[src/rtl/wash_pkg.sv]
// wash_pkg: shared state/phase encodings for the wash sequencer
package wash_pkg;
  localparam int STATE_W = 3;
  localparam int PHASE_W = 2;
  typedef enum logic [STATE_W-1:0] {
    S_SHUTDOWN = 3'd0,
    S_BEGIN    = 3'd1,
    S_SET      = 3'd2,
    S_RUN      = 3'd3,
    S_ERROR    = 3'd4,
    S_PAUSE    = 3'd5,
    S_FINISH   = 3'd6
  } state_t;
  typedef enum logic [PHASE_W-1:0] {
    P_IDLE  = 2'd0,
    P_WASH  = 2'd1,
    P_RINSE = 2'd2,
    P_SPIN  = 2'd3
  } phase_t;
endpackage

[src/rtl/wash_seq_ctrl_if.sv]
// wash_seq_ctrl_if: panel inputs, program inputs and status outputs of the wash sequencer
interface wash_seq_ctrl_if import wash_pkg::*; #(parameter int TIME_W = 8, parameter int RINSE_MAX = 3);
  localparam int RC_W = $clog2(RINSE_MAX + 1);
  logic              tick;
  logic              powerBtn;
  logic              runBtn;
  logic              openBtn;
  logic              setValid;
  logic [TIME_W-1:0] washTime;
  logic [TIME_W-1:0] rinseTime;
  logic [TIME_W-1:0] spinTime;
  logic [RC_W-1:0]   rinseCnt;
  logic [STATE_W-1:0] state;
  logic [PHASE_W-1:0] phase;
  logic [TIME_W-1:0] remain;
  logic [RC_W-1:0]   rinseLeft;
  logic              done;
  logic              error;
  modport master (
    output tick, powerBtn, runBtn, openBtn, setValid, washTime, rinseTime, spinTime, rinseCnt,
    input  state, phase, remain, rinseLeft, done, error
  );
  modport slave (
    input  tick, powerBtn, runBtn, openBtn, setValid, washTime, rinseTime, spinTime, rinseCnt,
    output state, phase, remain, rinseLeft, done, error
  );
endinterface

[src/rtl/wash_tick_timer.sv]
// wash_tick_timer: loadable tick down-counter with clear, hold and terminal flags
module wash_tick_timer #(parameter int W = 8) (
  input  logic         clk,
  input  logic         rst,
  input  logic         clr,
  input  logic         load,
  input  logic [W-1:0] load_val,
  input  logic         dec,
  output logic [W-1:0] remain,
  output logic         last,
  output logic         zero
);
  assign last = remain == W'(1);
  assign zero = remain == '0;
  // clear beats load beats decrement; never wraps below zero
  always_ff @(posedge clk or posedge rst)
    if (rst) remain <= '0;
    else if (clr) remain <= '0;
    else if (load) remain <= load_val;
    else if (dec && !zero) remain <= remain - W'(1);
endmodule

[src/rtl/wash_seq_ctrl.sv]
// wash_seq_ctrl: washing machine sequencer; define WASH_SEQ_DOOR_LOCK_EN to trap door-open in RUN as ERROR
module wash_seq_ctrl import wash_pkg::*; #(
  parameter int TIME_W       = 8,
  parameter int RINSE_MAX    = 3,
  parameter int BEGIN_TICKS  = 2,
  parameter int FINISH_TICKS = 3
) (
  input logic           cp,
  input logic           resetBtn,
  wash_seq_ctrl_if.slave bus
);
  localparam int RC_W = $clog2(RINSE_MAX + 1);
`ifdef WASH_SEQ_DOOR_LOCK_EN
  localparam state_t DOOR_ST = S_ERROR;
`else
  localparam state_t DOOR_ST = S_PAUSE;
`endif
  state_t            state_q, state_n;
  phase_t            phase_q, phase_n;
  logic [RC_W-1:0]   rl_q, rl_n, rc_q;
  logic [TIME_W-1:0] wt_q, rt_q, st_q, load_val, remain;
  logic              pv_q, latch, clr_prog, load, dec, clr, last, zero, done_q;
  wash_tick_timer #(.W(TIME_W)) u_tmr (
    .clk(cp), .rst(resetBtn), .clr(clr), .load(load), .load_val(load_val),
    .dec(dec), .remain(remain), .last(last), .zero(zero)
  );
  // state, phase and rinse bookkeeping plus the done/error decodes aligned with state
  always_ff @(posedge cp or posedge resetBtn)
    if (resetBtn) begin
      state_q <= S_SHUTDOWN;
      phase_q <= P_IDLE;
      rl_q    <= '0;
      done_q  <= 1'b0;
    end else begin
      state_q <= state_n;
      phase_q <= phase_n;
      rl_q    <= rl_n;
      done_q  <= state_n == S_FINISH;
    end
`ifdef WASH_SEQ_DOOR_LOCK_EN
  logic err_q;
  // error flag tracks the ERROR state in the same cycle
  always_ff @(posedge cp or posedge resetBtn)
    if (resetBtn) err_q <= 1'b0;
    else err_q <= state_n == S_ERROR;
  assign bus.error = err_q;
`else
  assign bus.error = 1'b0;
`endif
  // program latch: captured only in SET, forgotten at every return to SHUTDOWN
  always_ff @(posedge cp or posedge resetBtn)
    if (resetBtn) begin
      pv_q <= 1'b0;
      wt_q <= '0;
      rt_q <= '0;
      st_q <= '0;
      rc_q <= '0;
    end else if (clr_prog) pv_q <= 1'b0;
    else if (latch) begin
      pv_q <= 1'b1;
      wt_q <= bus.washTime;
      rt_q <= bus.rinseTime;
      st_q <= bus.spinTime;
      rc_q <= (32'(bus.rinseCnt) > RINSE_MAX) ? RC_W'(RINSE_MAX) : bus.rinseCnt;
    end
  // next state, phase sequencing and timer control; power loss overrides everything
  always_comb begin
    state_n  = state_q;
    phase_n  = phase_q;
    rl_n     = rl_q;
    load     = 1'b0;
    load_val = '0;
    dec      = 1'b0;
    clr      = 1'b0;
    latch    = 1'b0;
    clr_prog = 1'b0;
    if (state_q != S_SHUTDOWN && !bus.powerBtn) begin
      state_n  = S_SHUTDOWN;
      phase_n  = P_IDLE;
      rl_n     = '0;
      clr      = 1'b1;
      clr_prog = 1'b1;
    end else
      case (state_q)
        S_SHUTDOWN: if (bus.powerBtn) begin
          state_n  = S_BEGIN;
          load     = 1'b1;
          load_val = TIME_W'(BEGIN_TICKS);
        end
        S_BEGIN: begin
          dec = bus.tick;
          if (zero || (bus.tick && last)) state_n = S_SET;
        end
        S_SET: begin
          latch = bus.setValid;
          if (bus.runBtn && !bus.openBtn && pv_q) begin
            state_n  = S_RUN;
            phase_n  = P_WASH;
            rl_n     = rc_q;
            load     = 1'b1;
            load_val = wt_q;
          end
        end
        S_RUN:
          if (bus.openBtn) state_n = DOOR_ST;
          else if (!bus.runBtn) state_n = S_PAUSE;
          else begin
            dec = bus.tick;
            if (zero || (bus.tick && last)) begin
              load = 1'b1;
              case (phase_q)
                P_WASH: begin
                  phase_n  = rl_q != '0 ? P_RINSE : P_SPIN;
                  load_val = rl_q != '0 ? rt_q : st_q;
                end
                P_RINSE: begin
                  phase_n  = rl_q > RC_W'(1) ? P_RINSE : P_SPIN;
                  load_val = rl_q > RC_W'(1) ? rt_q : st_q;
                  rl_n     = rl_q > RC_W'(1) ? rl_q - RC_W'(1) : '0;
                end
                default: begin
                  state_n  = S_FINISH;
                  phase_n  = P_IDLE;
                  load_val = TIME_W'(FINISH_TICKS);
                end
              endcase
            end
          end
        S_PAUSE: if (bus.runBtn && !bus.openBtn) state_n = S_RUN;
`ifdef WASH_SEQ_DOOR_LOCK_EN
        S_ERROR: if (!bus.openBtn && !bus.runBtn) state_n = S_PAUSE;
`endif
        S_FINISH: begin
          dec = bus.tick;
          if (zero || (bus.tick && last)) begin
            state_n  = S_SHUTDOWN;
            clr_prog = 1'b1;
          end
        end
        default: begin
          state_n = S_SHUTDOWN;
          phase_n = P_IDLE;
          rl_n    = '0;
          clr     = 1'b1;
        end
      endcase
  end
  assign bus.state     = state_q;
  assign bus.phase     = phase_q;
  assign bus.remain    = remain;
  assign bus.rinseLeft = rl_q;
  assign bus.done      = done_q;
endmodule

[src/flat_wrapper.sv]
// flat-port wrapper written by rule: the top's interface ports become plain ports
module wash_seq_ctrl_flat import wash_pkg::*;
#(
  parameter int TIME_W       = 8,
  parameter int RINSE_MAX    = 3,
  parameter int BEGIN_TICKS  = 2,
  parameter int FINISH_TICKS = 3
)
  (cp, resetBtn, bus_tick, bus_powerBtn, bus_runBtn, bus_openBtn, bus_setValid, bus_washTime, bus_rinseTime, bus_spinTime, bus_rinseCnt, bus_state, bus_phase, bus_remain, bus_rinseLeft, bus_done, bus_error);
  wash_seq_ctrl_if #(.TIME_W(TIME_W), .RINSE_MAX(RINSE_MAX)) bus_i ();
  input logic cp;
  input logic resetBtn;
  input wire logic [$bits(bus_i.tick)-1:0] bus_tick;
  input wire logic [$bits(bus_i.powerBtn)-1:0] bus_powerBtn;
  input wire logic [$bits(bus_i.runBtn)-1:0] bus_runBtn;
  input wire logic [$bits(bus_i.openBtn)-1:0] bus_openBtn;
  input wire logic [$bits(bus_i.setValid)-1:0] bus_setValid;
  input wire logic [$bits(bus_i.washTime)-1:0] bus_washTime;
  input wire logic [$bits(bus_i.rinseTime)-1:0] bus_rinseTime;
  input wire logic [$bits(bus_i.spinTime)-1:0] bus_spinTime;
  input wire logic [$bits(bus_i.rinseCnt)-1:0] bus_rinseCnt;
  output wire logic [$bits(bus_i.state)-1:0] bus_state;
  output wire logic [$bits(bus_i.phase)-1:0] bus_phase;
  output wire logic [$bits(bus_i.remain)-1:0] bus_remain;
  output wire logic [$bits(bus_i.rinseLeft)-1:0] bus_rinseLeft;
  output wire logic [$bits(bus_i.done)-1:0] bus_done;
  output wire logic [$bits(bus_i.error)-1:0] bus_error;
  assign bus_i.tick = bus_tick;
  assign bus_i.powerBtn = bus_powerBtn;
  assign bus_i.runBtn = bus_runBtn;
  assign bus_i.openBtn = bus_openBtn;
  assign bus_i.setValid = bus_setValid;
  assign bus_i.washTime = bus_washTime;
  assign bus_i.rinseTime = bus_rinseTime;
  assign bus_i.spinTime = bus_spinTime;
  assign bus_i.rinseCnt = bus_rinseCnt;
  assign bus_state = bus_i.state;
  assign bus_phase = bus_i.phase;
  assign bus_remain = bus_i.remain;
  assign bus_rinseLeft = bus_i.rinseLeft;
  assign bus_done = bus_i.done;
  assign bus_error = bus_i.error;
  wash_seq_ctrl #(.TIME_W(TIME_W), .RINSE_MAX(RINSE_MAX), .BEGIN_TICKS(BEGIN_TICKS), .FINISH_TICKS(FINISH_TICKS)) u_core (.cp(cp), .resetBtn(resetBtn), .bus(bus_i));
endmodule
[config.mk]
export PLATFORM = sky130hd
export DESIGN_NAME = wash_seq_ctrl_flat
export DESIGN_NICKNAME = d
export VERILOG_FILES = /design/src/rtl/wash_pkg.sv /design/src/rtl/wash_seq_ctrl_if.sv /design/src/rtl/wash_tick_timer.sv /design/src/rtl/wash_seq_ctrl.sv /design/src/flat_wrapper.sv
export SDC_FILE = /design/constraint.sdc
export NUM_CORES = 1
export LEC_CHECK = 0
export ABC_AREA = 1
export CAP_MARGIN = 15
export CORE_UTILIZATION = 55
export DETAILED_ROUTE_END_ITERATION = 6
export MAX_ROUTING_LAYER = met4
export PLACE_DENSITY_LB_ADDON = 0.08
export SETUP_SLACK_MARGIN = 0.05
export SYNTH_ARGS = -nofsm -noshare
export SYNTH_HDL_FRONTEND = slang
export SYNTH_HIERARCHICAL = 1
export SYNTH_SLANG_ARGS = --single-unit
[constraint.sdc]
create_clock -name cp -period 3.1 [get_ports cp]
set_input_delay 0.31 -clock cp [delete_from_list [all_inputs] [get_ports cp]]
set_output_delay 0.31 -clock cp [all_outputs]
set_load 0.05 [all_outputs]
Word-level counts from Yosys, hierarchy flattened --
Cells that the tools add are included.
Word-level totals: output and inout bits 17, logic and storage cells 111, register bits 43, bits of input ports 33
Cells by class: reduce and logical (&&, ||, !) cells 22, add/subtract/negate cells 2, $lt $le $gt $ge 1, bitwise operators 1, multiplexer cells 60, eq/ne operators 15
Operators with widths (count):
- $mux W8 | 10
- $mux W3 | 10
- $mux W2 | 13
- $pmux W8 S3 | 1
- $mux W1 | 19
- $pmux W3 S6 | 1
- $pmux W8 S2 | 1
- $pmux W2 S3 | 2
- $eq A3 B3 Y1 const B | 3
- $ne A3 B1 Y1 const B | 3
- $eq A8 B1 Y1 const B | 1
- $logic_not A8 Y1 | 1
- $sub A8 B1 Y8 const B | 1
- $eq A3 B2 Y1 const B | 2
- $ne A3 B2 Y1 const B | 2
- $reduce_and A6 Y1 | 1
- $reduce_bool A3 Y1 | 2
- $reduce_or A6 Y1 | 1
- $logic_and A1 B1 Y1 | 5
- $reduce_and A5 Y1 | 1
- $pmux W2 S2 | 1
- $reduce_bool A2 Y1 | 2
- $reduce_or A2 Y1 | 2
- $reduce_or A4 Y1 | 1
- 13 further kinds | 15

Longest topological paths before layout --
depth after elaboration 10, gate-level depth with buffers 16

Modules after synthesis --
Netlist, hierarchy kept.
Modules (own cells, without submodules):
- wash_seq_ctrl | area an instance 2040.7 µm², cells an instance 273, times used 1
- wash_tick_timer | area an instance 644.4 µm², cells an instance 96, times used 1

Least setup slack after synthesis --
OpenSTA, ideal clock, no wires.
path type reg2reg, start point register u_core.u_tmr.remain[0], end point register u_core.u_tmr.remain[3], period minus slack after synthesis 2443 ps, stages on the path, launching flop included 17, arrival 2376 ps, path slack 657 ps, library setup time 67 ps, cells stage by stage dfrtp_1 -> inv_1 -> ha_1 -> nand2_4 -> nor2_1 -> inv_1 -> nand2_1 -> nand2_1 -> nor2_1 -> o21ai_0 -> inv_1 -> inv_1 -> buf_2 -> nor2_1 -> a31oi_1 -> nand2_1 -> nand2_1
RTL lines:
- from (decl) | line wash_tick_timer.sv:9 | output logic [W-1:0] remain,
- from (signal assigned) | line wash_tick_timer.sv:19 | else if (load) remain <= load_val;
- from (signal assigned) | line wash_tick_timer.sv:20 | else if (dec && !zero) remain <= remain - W'(1);
- $logic_not A8 Y1 * | line wash_tick_timer.sv:14 | assign zero = remain == '0;
- net u_core.zero | line wash_seq_ctrl.sv:22 | logic pv_q, latch, clr_prog, load, dec, clr, last, zero, done_q;
- $logic_or A1 B1 Y1 * | line wash_seq_ctrl.sv:109 | if (zero || (bus.tick && last)) begin
- $mux W1 * | line wash_seq_ctrl.sv:109
- $mux W1 * | line wash_seq_ctrl.sv:106 | else if (!bus.runBtn) state_n = S_PAUSE;
- $mux W1 * | line wash_seq_ctrl.sv:105 | if (bus.openBtn) state_n = DOOR_ST;
- $pmux W1 S3 * | line wash_seq_ctrl.sv:84 | case (state_q)
- $mux W1 * | line wash_seq_ctrl.sv:77 | if (state_q != S_SHUTDOWN && !bus.powerBtn) begin
- net u_core.load | line wash_seq_ctrl.sv:22
- $mux W8 | line wash_tick_timer.sv:19
- $mux W8 | line wash_tick_timer.sv:18 | else if (clr) remain <= '0;
Mark *: on every way through the listed nets, which the timed path passes. The rest lies on a longest branch. The select of a mux whose other input is x is not followed. A chain may end at the register's enable or synchronous reset.

Final worst setup path --
start point register u_core.u_tmr.remain[0], end point register u_core.u_tmr.remain[4]
Same word-level chain as after synthesis.

==> flow_metrics.env <==
export IMPL_p_leak_nw=1.59
export IMPL_diodes=0
export IMPL_cts_tree="yes"
export IMPL_wl_um=6350
export IMPL_io_pins=50
export IMPL_final_cell_mix="nand2_1, clkdlybuf4s50_1, nor2_1"
export IMPL_hold_path_class="input port to async pin"
export IMPL_critPathKind="flop to flop"
export IMPL_synth_distinct_cells=31
export IMPL_synth_cells=369
export IMPL_start_util=0.568
export IMPL_irDropWorstVdd_v=0.000514
export IMPL_syn2layout_area_growth_pct=24.1
export IMPL_max_freq_ghz=0.405
export IMPL_root_buffer="clkbuf_8"
export IMPL_synth_seq_cells=43
export IMPL_grt_overflow=0
export IMPL_fin_crit_sh=0.797
export IMPL_drt_initial_drc_count=113
export IMPL_timing_rr_start="u_core/u_tmr/remain[0]$_DFFE_PP0P_"
export IMPL_vias=2607
export IMPL_grt_use_total=0.275
export IMPL_total_power_mw=2.92
export IMPL_ant_nets=0
export IMPL_fin_crit_ns=2.47
export IMPL_ff2ff_path_depth=14
export IMPL_drc=0
export IMPL_clock_path_buffers=2
export IMPL_rr_endpoint="u_core/u_tmr/remain[4]$_DFFE_PP0P_"
export IMPL_ys_warn_count=6
export IMPL_powerDensity_nw_per_um2=876
export IMPL_syn_nets=407
export IMPL_fin_nets=457
export IMPL_yosysTopAreaCellShare=0.401
export IMPL_seq_area_um2=1080
export IMPL_die_w_um=71.9
export IMPL_finalHoldViolCount=0
export IMPL_rows=25
export IMPL_drv_slew=0
export IMPL_cts_resized=0
export IMPL_numPortBuffers=48
export IMPL_path_clk_slew_ns=0.08
export IMPL_whs_ns=0.289
export IMPL_grt_first_pass_wirelength_um=10800
export IMPL_place_congestion=0.919
export IMPL_final_cells=487
export IMPL_placed_cell_area_um2=3230
export IMPL_die_area_um2=5170
export IMPL_dp_hpwl_um=4730
export IMPL_wire_per_inst_um=13.0
export IMPL_antenna_found_initial=0
export IMPL_first_pass_iters=5
export IMPL_finalInstanceArea_um2=3330
export IMPL_drive_gt1_frac=0.0929
export IMPL_synth_area_leaders="dfrtp_1, nand2_1, nor2_1"
export IMPL_clk_latency_ns=0.29
export IMPL_core_region_area_um2=4720
export IMPL_htree_levels=2
export IMPL_nFillCells=410
export IMPL_reg2reg_slack_ns=0.63
export IMPL_setup_tns_ns=0
export IMPL_die_h_um=71.9
export IMPL_cts_hold_buf=0
export IMPL_synth_top_area_cell="dfrtp_1"
export IMPL_rsz0062_at_grt="false"
export IMPL_numClockSinks=43
export IMPL_start_kind="flop"
export IMPL_status="finished clean"
export IMPL_multiInputGateArea_um2=1390
export IMPL_maxCapViolations=0
export IMPL_synth_seq_area_share=0.401
export IMPL_syn_avg_cell_area_um2=7.28
export IMPL_grt_max_degree=36
export IMPL_place_inst=479
export IMPL_numCtsBuffers=5
export IMPL_startpoint="u_core/u_tmr/remain[0]$_DFFE_PP0P_"
export IMPL_clock_skew_ns=0.00701
export IMPL_path_max_fanout=14
export IMPL_max_slew_margin=0.668
export IMPL_worst_ep_arrival_time_ns=2.65
export IMPL_setup_violations=0
export IMPL_crit_required_ns=3.28
export IMPL_cp_endpoint="u_core/u_tmr/remain[4]$_DFFE_PP0P_"
export IMPL_tightest_slew_ns=0.497
export IMPL_grt_pass1_vias=2533
export IMPL_vias_per_cell=5.35
export IMPL_endpoint_kind="flop"
export IMPL_final_common_cell="nand2_1"
export IMPL_syn_cell_area_um2=2690
export IMPL_postCtsSetupRepairBufs=0
[cells by family after synthesis]
group | Yosys count | share of synthesized area
AO/OA/AOI/OAI | 66 | 0.136
adder cells (fa/ha/maj) | 5 | 0.0233
buffers and inverters | 55 | 0.0820
flip-flops | 43 | 0.401
multiplexers | 15 | 0.0629
other | 1 | 0.00140
AND/OR/NAND/NOR | 184 | 0.294
[synthesized netlist by cell type, drive strengths merged]
cell type	n
o22ai	6
or2	1
o21ai	27
clkbuf	1
inv	46
a31oi	1
conb	1
nand4	3
mux2	15
buf	8
nand2	92
a22oi	1
nor2	51
a21oi	28
o21bai	2
ha	5
nor3	2
dfrtp	43
nand3	35
a21boi	1
[power breakdown]
part	total, mW	internal, mW	leakage, nW	switching [mW]
Sequential	0.957	0.777	0.531	0.180
Clock	0.391	0.204	0.0515	0.187
Combinational	1.57	0.550	1.00	1.02
[worst min path at each step]
stage	start	end	slack, ns	cells after the start
after floorplan	resetBtn	u_core/u_tmr/remain[0]$_DFFE_PP0P_	0.13	1
after CTS	resetBtn	u_core/u_tmr/remain[1]$_DFFE_PP0P_	0.29	2
final	resetBtn	u_core/u_tmr/remain[2]$_DFFE_PP0P_	0.29	2
after global placement	u_core/wt_q[1]$_DFFE_PP0P_	u_core/wt_q[1]$_DFFE_PP0P_	0.48	1
after global routing	resetBtn	u_core/u_tmr/remain[0]$_DFFE_PP0P_	0.32	2
after detailed placement	u_core/wt_q[1]$_DFFE_PP0P_	u_core/wt_q[1]$_DFFE_PP0P_	0.49	1
[sequential cells by signal, summed over array words and instances, names as in the netlist]
signal and flops:
u_core/wt_q 8, u_core/st_q 8, u_core/u_tmr/remain 8, u_core/pv_q 1, u_core/bus.done 1, u_core/rc_q 2, u_core/bus.phase 2, u_core/rt_q 8
u_core/bus.state 3, u_core/bus.rinseLeft 2
[routing by layer]
layer  GRT usage  part of all wire  wire, µm
met1       0.345              0.44      2770
met2       0.453              0.49      3120
met3      0.0450             0.061       387
met4      0.0959             0.011        69
met5           -                 0         0
[critical path, cell delays in order (launching register included)]
cell,delay (ns)
dfrtp_1,0.43
inv_1,0.11
ha_1,0.24
nand2_4,0.09
nor2_1,0.04
inv_1,0.04
nand2_1,0.11
nand2_1,0.16
nor2_1,0.09
o21ai_0,0.17
inv_1,0.12
inv_1,0.34
o21ai_0,0.16
o21bai_1,0.16
o21ai_0,0.10
[stage by stage]
stage	util	setup slack (ns)
2_1_floorplan	-	0.657
3_3_place_gp	0.684	0.798
3_5_place_dp	0.684	0.705
6_report	0.705	0.628
4_1_cts	0.705	0.676
5_1_grt	0.705	0.332
[layout make-up]
class                   instances  share of cell area
flip-flops and latches         43               0.323
inverters                      46              0.0518
well taps                      67              0.0252
multi-input cells             271               0.417
repair buffers                 52               0.153
clock buffers                   8              0.0300
Note: power is estimated with default switching activity, not from simulation.
